==> config.mk <==
export PLATFORM = sky130hd
export DESIGN_NAME = umi_address_remap_cfg
export DESIGN_NICKNAME = d
export VERILOG_FILES = /design/src/rtl/umi_address_remap_cfg.sv
export SDC_FILE = /design/constraint.sdc
export NUM_CORES = 2
export LEC_CHECK = 0
export ABC_AREA = 1
export BUFFER_PORTS_ARGS = -buffer_cell sky130_fd_sc_hd__buf_4
export CORE_AREA = 2 2 401 403
export CTS_CLUSTER_SIZE = 40
export DETAILED_ROUTE_END_ITERATION = 7
export DIE_AREA = 0 0 403 405
export PLACE_DENSITY = 0.61
export SYNTH_ARGS = -nofsm -noshare
export SYNTH_HDL_FRONTEND = slang
export SYNTH_SLANG_ARGS = --single-unit
export TNS_END_PERCENT = 30
==> constraint.sdc <==
create_clock -name clk -period 4.9 [get_ports clk]
set_input_delay 0.49 -clock clk [delete_from_list [all_inputs] [get_ports clk]]
set_output_delay 0.49 -clock clk [all_outputs]
set_load 0.03 [all_outputs]
==> src/rtl/umi_address_remap_cfg.sv <==
// Config register target holding shadow/active remap and offset tables for umi_address_remap.
// Latency: response valid 1 cycle after request accept; one request outstanding at a time.
// Backpressure: udev_req_ready drops while a response is held; the response is held until udev_resp_ready.
//
// Ports: clk/nreset (async active-low); udev_req_* config request in; udev_resp_* response out;
// dp_idle from the remap datapath gates commit; remap_enable, old/new_row_col_address and
// set_dstaddress_low/high/offset are the active table driven into the remap.
// Optional macro UMI_REMAP_CFG_LOCK_EN adds a sticky CTRL.LOCK bit that freezes all tables.
module umi_address_remap_cfg #(
    parameter int CW    = 32,
    parameter int AW    = 64,
    parameter int DW    = 128,
    parameter int IDW   = 16,
    parameter int NMAPS = 8,
    parameter int RAW   = 8
) (
    input  logic                 clk,
    input  logic                 nreset,
    input  logic                 udev_req_valid,
    input  logic [CW-1:0]        udev_req_cmd,
    input  logic [AW-1:0]        udev_req_dstaddr,
    input  logic [AW-1:0]        udev_req_srcaddr,
    input  logic [DW-1:0]        udev_req_data,
    output logic                 udev_req_ready,
    output logic                 udev_resp_valid,
    output logic [CW-1:0]        udev_resp_cmd,
    output logic [AW-1:0]        udev_resp_dstaddr,
    output logic [AW-1:0]        udev_resp_srcaddr,
    output logic [DW-1:0]        udev_resp_data,
    input  logic                 udev_resp_ready,
    input  logic                 dp_idle,
    output logic                 remap_enable,
    output logic [IDW*NMAPS-1:0] old_row_col_address,
    output logic [IDW*NMAPS-1:0] new_row_col_address,
    output logic [AW-1:0]        set_dstaddress_low,
    output logic [AW-1:0]        set_dstaddress_high,
    output logic [AW-1:0]        set_dstaddress_offset
);

    localparam logic [4:0] REQ_READ   = 5'h01;
    localparam logic [4:0] REQ_WRITE  = 5'h03;
    localparam logic [4:0] REQ_POSTED = 5'h05;
    localparam logic [4:0] RESP_READ  = 5'h02;
    localparam logic [4:0] RESP_WRITE = 5'h04;

    localparam logic [RAW-1:0] A_CTRL   = 'h00;
    localparam logic [RAW-1:0] A_STATUS = 'h04;
    localparam logic [RAW-1:0] A_LOW_L  = 'h08;
    localparam logic [RAW-1:0] A_LOW_H  = 'h0C;
    localparam logic [RAW-1:0] A_HIGH_L = 'h10;
    localparam logic [RAW-1:0] A_HIGH_H = 'h14;
    localparam logic [RAW-1:0] A_OFF_L  = 'h18;
    localparam logic [RAW-1:0] A_OFF_H  = 'h1C;
    localparam logic [RAW-1:0] A_TBL    = 'h20;
    localparam int IW = (NMAPS > 1) ? $clog2(NMAPS) : 1;

    typedef enum logic {S_IDLE, S_RESP} state_t;
    state_t state_q, state_d;

    // shadow (software-visible) and active (driven to the remap) sets
    logic                      sh_en, act_en;
    logic [AW-1:0]             sh_low, sh_high, sh_off;
    logic [AW-1:0]             act_low, act_high, act_off;
    logic [NMAPS-1:0][IDW-1:0] sh_old, sh_new, act_old, act_new;
    logic                      pending;
    logic                      locked;

    logic [CW-1:0] resp_cmd;
    logic [AW-1:0] resp_dst, resp_src;
    logic [DW-1:0] resp_data;

    // request decode
    logic [4:0]     opc;
    logic           is_rd, is_pw, is_write, shape_ok, hit, ro, ok;
    logic [RAW-1:0] off, tbl_ent;
    logic [IW-1:0]  tbl_idx;
    logic [31:0]    rdata;
    logic           accept, wr_en, apply, commit;

    assign opc      = udev_req_cmd[4:0];
    assign is_rd    = (opc == REQ_READ);
    assign is_pw    = (opc == REQ_POSTED);
    assign is_write = (opc == REQ_WRITE) || is_pw;
    assign shape_ok = (udev_req_cmd[7:5] == 3'd2) && (udev_req_cmd[15:8] == 8'd0);
    assign off      = udev_req_dstaddr[RAW-1:0];
    // OLD[i]/NEW[i] pairs are 8 bytes apart; bit 2 picks NEW within the pair
    assign tbl_ent  = (off - A_TBL) >> 3;
    assign tbl_idx  = tbl_ent[IW-1:0];

    always_comb begin
        hit   = 1'b0;
        ro    = 1'b0;
        rdata = 32'd0;
        if (off[1:0] == 2'b00) begin
            if (off >= A_TBL) begin
                if (tbl_ent < RAW'(NMAPS)) begin
                    hit   = 1'b1;
                    rdata = off[2] ? 32'(sh_new[tbl_idx]) : 32'(sh_old[tbl_idx]);
                end
            end else begin
                hit = 1'b1;
                case (off)
                    A_CTRL:   rdata = {29'd0, locked, sh_en, 1'b0};
                    A_STATUS: begin
                        ro    = 1'b1;
                        rdata = {29'd0, locked, act_en, pending};
                    end
                    A_LOW_L:  rdata = sh_low[31:0];
                    A_LOW_H:  rdata = 32'(sh_low[AW-1:32]);
                    A_HIGH_L: rdata = sh_high[31:0];
                    A_HIGH_H: rdata = 32'(sh_high[AW-1:32]);
                    A_OFF_L:  rdata = sh_off[31:0];
                    A_OFF_H:  rdata = 32'(sh_off[AW-1:32]);
                    default:  hit = 1'b0;
                endcase
            end
        end
    end

    assign ok     = (is_rd || is_write) && shape_ok && hit && !(is_write && (ro || locked));
    assign accept = udev_req_valid && (state_q == S_IDLE);
    assign wr_en  = accept && ok && is_write;
    assign commit = wr_en && (off == A_CTRL) && udev_req_data[0];
    // a locked block never applies, so the active set stays frozen too
    assign apply  = pending && dp_idle && !locked;

    always_comb begin
        state_d = state_q;
        case (state_q)
            S_IDLE: if (accept && !is_pw) state_d = S_RESP;
            S_RESP: if (udev_resp_ready)  state_d = S_IDLE;
            default: state_d = S_IDLE;
        endcase
    end

    always_ff @(posedge clk or negedge nreset) begin
        if (!nreset) begin
            state_q   <= S_IDLE;
            resp_cmd  <= '0;
            resp_dst  <= '0;
            resp_src  <= '0;
            resp_data <= '0;
        end else begin
            state_q <= state_d;
            if (accept && !is_pw) begin
                resp_cmd  <= {{(CW-27){1'b0}}, (ok ? 2'b00 : 2'b11), udev_req_cmd[24:5],
                              (is_rd ? RESP_READ : RESP_WRITE)};
                resp_dst  <= udev_req_srcaddr;
                resp_src  <= udev_req_dstaddr;
                resp_data <= (ok && is_rd) ? DW'(rdata) : '0;
            end
        end
    end

    // shadow writes, commit and apply; apply copies the pre-write shadow values
    always_ff @(posedge clk or negedge nreset) begin
        if (!nreset) begin
            sh_en    <= 1'b0;
            sh_low   <= '0;
            sh_high  <= '0;
            sh_off   <= '0;
            sh_old   <= '0;
            sh_new   <= '0;
            act_en   <= 1'b0;
            act_low  <= '0;
            act_high <= '0;
            act_off  <= '0;
            act_old  <= '0;
            act_new  <= '0;
            pending  <= 1'b0;
        end else begin
            if (apply) begin
                act_en   <= sh_en;
                act_low  <= sh_low;
                act_high <= sh_high;
                act_off  <= sh_off;
                act_old  <= sh_old;
                act_new  <= sh_new;
            end
            // a commit landing on the apply cycle re-arms for the next apply
            pending <= commit || (pending && !apply);
            if (wr_en) begin
                if (off >= A_TBL) begin
                    if (off[2]) sh_new[tbl_idx] <= udev_req_data[IDW-1:0];
                    else        sh_old[tbl_idx] <= udev_req_data[IDW-1:0];
                end else begin
                    case (off)
                        A_CTRL:   sh_en              <= udev_req_data[1];
                        A_LOW_L:  sh_low[31:0]       <= udev_req_data[31:0];
                        A_LOW_H:  sh_low[AW-1:32]    <= udev_req_data[AW-33:0];
                        A_HIGH_L: sh_high[31:0]      <= udev_req_data[31:0];
                        A_HIGH_H: sh_high[AW-1:32]   <= udev_req_data[AW-33:0];
                        A_OFF_L:  sh_off[31:0]       <= udev_req_data[31:0];
                        A_OFF_H:  sh_off[AW-1:32]    <= udev_req_data[AW-33:0];
                        default: ;
                    endcase
                end
            end
        end
    end

`ifdef UMI_REMAP_CFG_LOCK_EN
    logic lock_q;
    always_ff @(posedge clk or negedge nreset) begin
        if (!nreset)                                          lock_q <= 1'b0;
        else if (wr_en && (off == A_CTRL) && udev_req_data[2]) lock_q <= 1'b1;
    end
    assign locked = lock_q;
`else
    assign locked = 1'b0;
`endif

    logic unused_bits;
    assign unused_bits = ^{udev_req_data[DW-1:32], udev_req_cmd[CW-1:25], udev_req_dstaddr[AW-1:RAW]};

    assign udev_req_ready    = (state_q == S_IDLE);
    assign udev_resp_valid   = (state_q == S_RESP);
    assign udev_resp_cmd     = resp_cmd;
    assign udev_resp_dstaddr = resp_dst;
    assign udev_resp_srcaddr = resp_src;
    assign udev_resp_data    = resp_data;

    // disabled remap: identity ID mapping and an empty offset window
    assign remap_enable          = act_en;
    assign old_row_col_address   = act_old;
    assign new_row_col_address   = act_en ? act_new : act_old;
    assign set_dstaddress_low    = act_en ? act_low : {AW{1'b1}};
    assign set_dstaddress_high   = act_en ? act_high : '0;
    assign set_dstaddress_offset = act_off;

endmodule

==> impl_metrics.json <==
{
  "antenna_found_initial": 15,
  "drt-total-wl_um": 204000,
  "clkLatencyLatePin_ps": 790,
  "overflow": 0,
  "reg2reg_slack_ps": 1610,
  "path_cells": "inv_1 > nand2_1 > a31oi_4 > nand3_1 > nor2_2 > nand2_1 > o21ai_0",
  "placed_area_um2": 56600,
  "cp_slowest_cell": "nor2_2",
  "cts_root_buffer": "clkbuf_16",
  "vias": 42600,
  "drt_iter0_drc": 4287,
  "fin_crit_sh": 0.671,
  "final_nets": 6749,
  "crit_path_max_incr_delay_ps": 920,
  "place.gp.congestion": 0.918,
  "fin_crit_ps": 3290,
  "reg2reg_to": "udev_resp_data[31]",
  "cts_buffer_depth": 3,
  "power_density_nw_per_um2": 344,
  "first_global_vias": 40300,
  "ctsResizeCount": 0,
  "post-cts-setup-buffers": 0,
  "critPathMostFrequentCell": "nand2_1",
  "dr.pass1.iters": 6,
  "viasPerCell": 4.93,
  "p_leak_nw": 31.8,
  "tightest_slew_ps": 1120,
  "startpoint_type": "register",
  "num_rows": 147,
  "num_io_pins": 1032,
  "timing.fmax_mhz": 304,
  "hp-class": "in2reg",
  "netlist_instances": 5632,
  "rsz0062_at_grt": "false",
  "synth_area_leaders": "dfrtp_1 (56%), nand2_1 (15%), o21ai_0 (5.9%), mux2_2 (5.4%), nand3_1 (4.0%)",
  "power_w": 0.0213,
  "grt_usage": 0.242,
  "design_area_um2": 62000,
  "synth_area_um2": 48600,
  "holdWs_ps": 67.6,
  "finClkSkew_ps": 82.7,
  "peakVddDrop_uv": 294,
  "synth_warnings": 0,
  "synth_cell_types": 34,
  "setup_viol": 0,
  "core-area_um2": 159000,
  "drive_gt1_frac": 0.217,
  "cts_inserted_buffers": 116,
  "crit_end": "udev_resp_data[31]",
  "synth_largest_area_cell": "dfrtp_1",
  "ant_nets": 0,
  "reg2reg_depth": 7,
  "grt_max_degree": 169,
  "ys_ff_latch": 1083,
  "crit_fanout": 10,
  "r2r_start": "udev_resp_valid",
  "die-area_um2": 163000,
  "path_clk_slew_ps": 60,
  "maxSlewViolCount": 0,
  "numPortBuffers": 824,
  "worstSetupPathType": "reg2reg",
  "start_util": 0.305,
  "synth_area_per_cell_um2": 8.62,
  "htreeDepth": 3,
  "cp.arrival_ps": 3930,
  "cts.sinks": 1083,
  "cts_tree": "yes",
  "endpoint_kind": "register",
  "drv_cap": 0,
  "critPathLaunch": "udev_resp_valid",
  "synth_top_area_share": 0.558,
  "die_y_um": 405,
  "ys_seq_area_frac": 0.558,
  "tns_ps": 0,
  "crit_required_ps": 5540,
  "wl_per_cell_um": 23.6,
  "synthToLayoutAreaGrowth_pct": 27.7,
  "grt_pass1_wl_um": 288000,
  "status": "finished clean",
  "fp.dieW_um": 403,
  "hold_viol_final": 0,
  "hpwl_um": 149000,
  "slew_headroom": 0.255,
  "drc_errors": 0
}
placed cells by master (no fill, tap or decap), types with 25 or more instances in the layout:
cell and instances:
a21oi_1 89, dfrtp_1 1082, inv_1 470, clkbuf_8 25
o21ai_1 68, nand4_1 35, buf_4 912, nand3_1 388
nand2_1 1957, mux2_2 233, o21ai_0 571, dlygate4sd3_1 135
conb_1 104, clkbuf_16 117, nor2_1 183
stage by stage:
step | util | std cells | setup WS (ps)
floorplan | - | 5735 | 2280
global placement | 0.355 | 8288 | 1210
detailed placement | 0.355 | 8288 | 1210
CTS | 0.389 | 8638 | 1570
global route | 0.389 | 8638 | 1510
finish | 0.389 | 8641 | 1610
worst min path at each step:
stage | endpoint | startpoint | depth (start not counted)
after floorplan | act_high[0] | nreset | 0
after global placement | sh_old[10] | sh_old[10] | 2
after detailed placement | sh_new[115] | sh_new[115] | 2
after CTS | udev_resp_cmd[15] | udev_req_cmd[15] | 3
after global routing | sh_low[57] | udev_req_data[25] | 3
final | pending | dp_idle | 4
routing by layer:
| layer | vias to the layer above | global-route usage | wire length, um | share of wire |
|---|---|---|---|---|
| li1 | 19300 | - | - | - |
| met1 | 20900 | 0.330 | 85400 | 0.42 |
| met2 | 2027 | 0.364 | 90100 | 0.44 |
| met3 | 348 | 0.0577 | 19000 | 0.093 |
| met4 | 14 | 0.108 | 9220 | 0.045 |
| met5 | - | 0 | 93 | 0.00046 |
critical path: cells and delay by family, from the launching register on:
kind / cells / cell delay [ps]
simple gates: 4 / 1980
compound gates: 2 / 620
flops: 1 / 390
buf+inv: 1 / 110
sequential cells by signal (all words and copies together) (netlist names):
signal,flops
act_new,128
old_row_col_address,128
sh_new,128
sh_old,128
act_high,64
act_low,64
set_dstaddress_offset,64
sh_high,64
sh_low,64
sh_off,64
udev_resp_dstaddr,64
udev_resp_srcaddr,64
udev_resp_data,32
udev_resp_cmd,23
pending,1
remap_enable,1
sh_en,1
udev_resp_valid,1
where the power goes:
part	total [W]	switching, W	internal, W
registers	0.00942	0.000208	0.00921
logic	0.00246	0.00177	0.000686
clock network	0.00942	0.00395	0.00547
cell type report:
type	count	area, um^2
repair buffers	1069	8630
inverters	483	1820
clock buffers	161	3340
well taps	2086	2610
clock inverters	54	737
diodes	3	7.51
multi-input cells	3702	17700
fillers	16000	97300
flip-flops and latches	1083	27100
Yosys cell counts:
| cell | count |
|---|---|
| buf_1 | 28 |
| nor2_1 | 188 |
| conb_1 | 1 |
| nor3_1 | 1 |
| mux2_2 | 233 |
| nand2_1 | 1958 |
| buf_2 | 76 |
| o21ai_1 | 68 |
| buf_12 | 1 |
| nor3_2 | 1 |
| nand4_2 | 1 |
| clkbuf_1 | 242 |
| a21oi_1 | 89 |
| nand3_2 | 8 |
| o21ai_0 | 571 |
| o22ai_1 | 14 |
| nand3_4 | 2 |
| nand2_2 | 2 |
| inv_2 | 6 |
| a21oi_4 | 1 |
| nand3b_1 | 6 |
| clkinv_1 | 7 |
| a31oi_1 | 1 |
| nor2_8 | 3 |
| nand4_4 | 16 |
| buf_6 | 6 |
| dfrtp_1 | 1083 |
| nor2_4 | 4 |
| nor2_2 | 7 |
| nand3_1 | 388 |
| nand4_1 | 35 |
| buf_4 | 114 |
| inv_1 | 470 |
| ha_1 | 1 |
cells by family after synthesis:
| kind of cell | synth area share |
|---|---|
| buf+inv | 0.0855 |
| other cells | 0.0000772 |
| fa+ha+maj | 0.000258 |
| compound gates | 0.0773 |
| flops | 0.558 |
| mux | 0.0540 |
| simple gates | 0.225 |
timing repair:
item                                    CTS  global route
endpoints found under the setup margin    0             0
hold endpoints to repair                196             0
hold buffers                            135             0
Note: power is estimated with default switching activity, not from simulation.
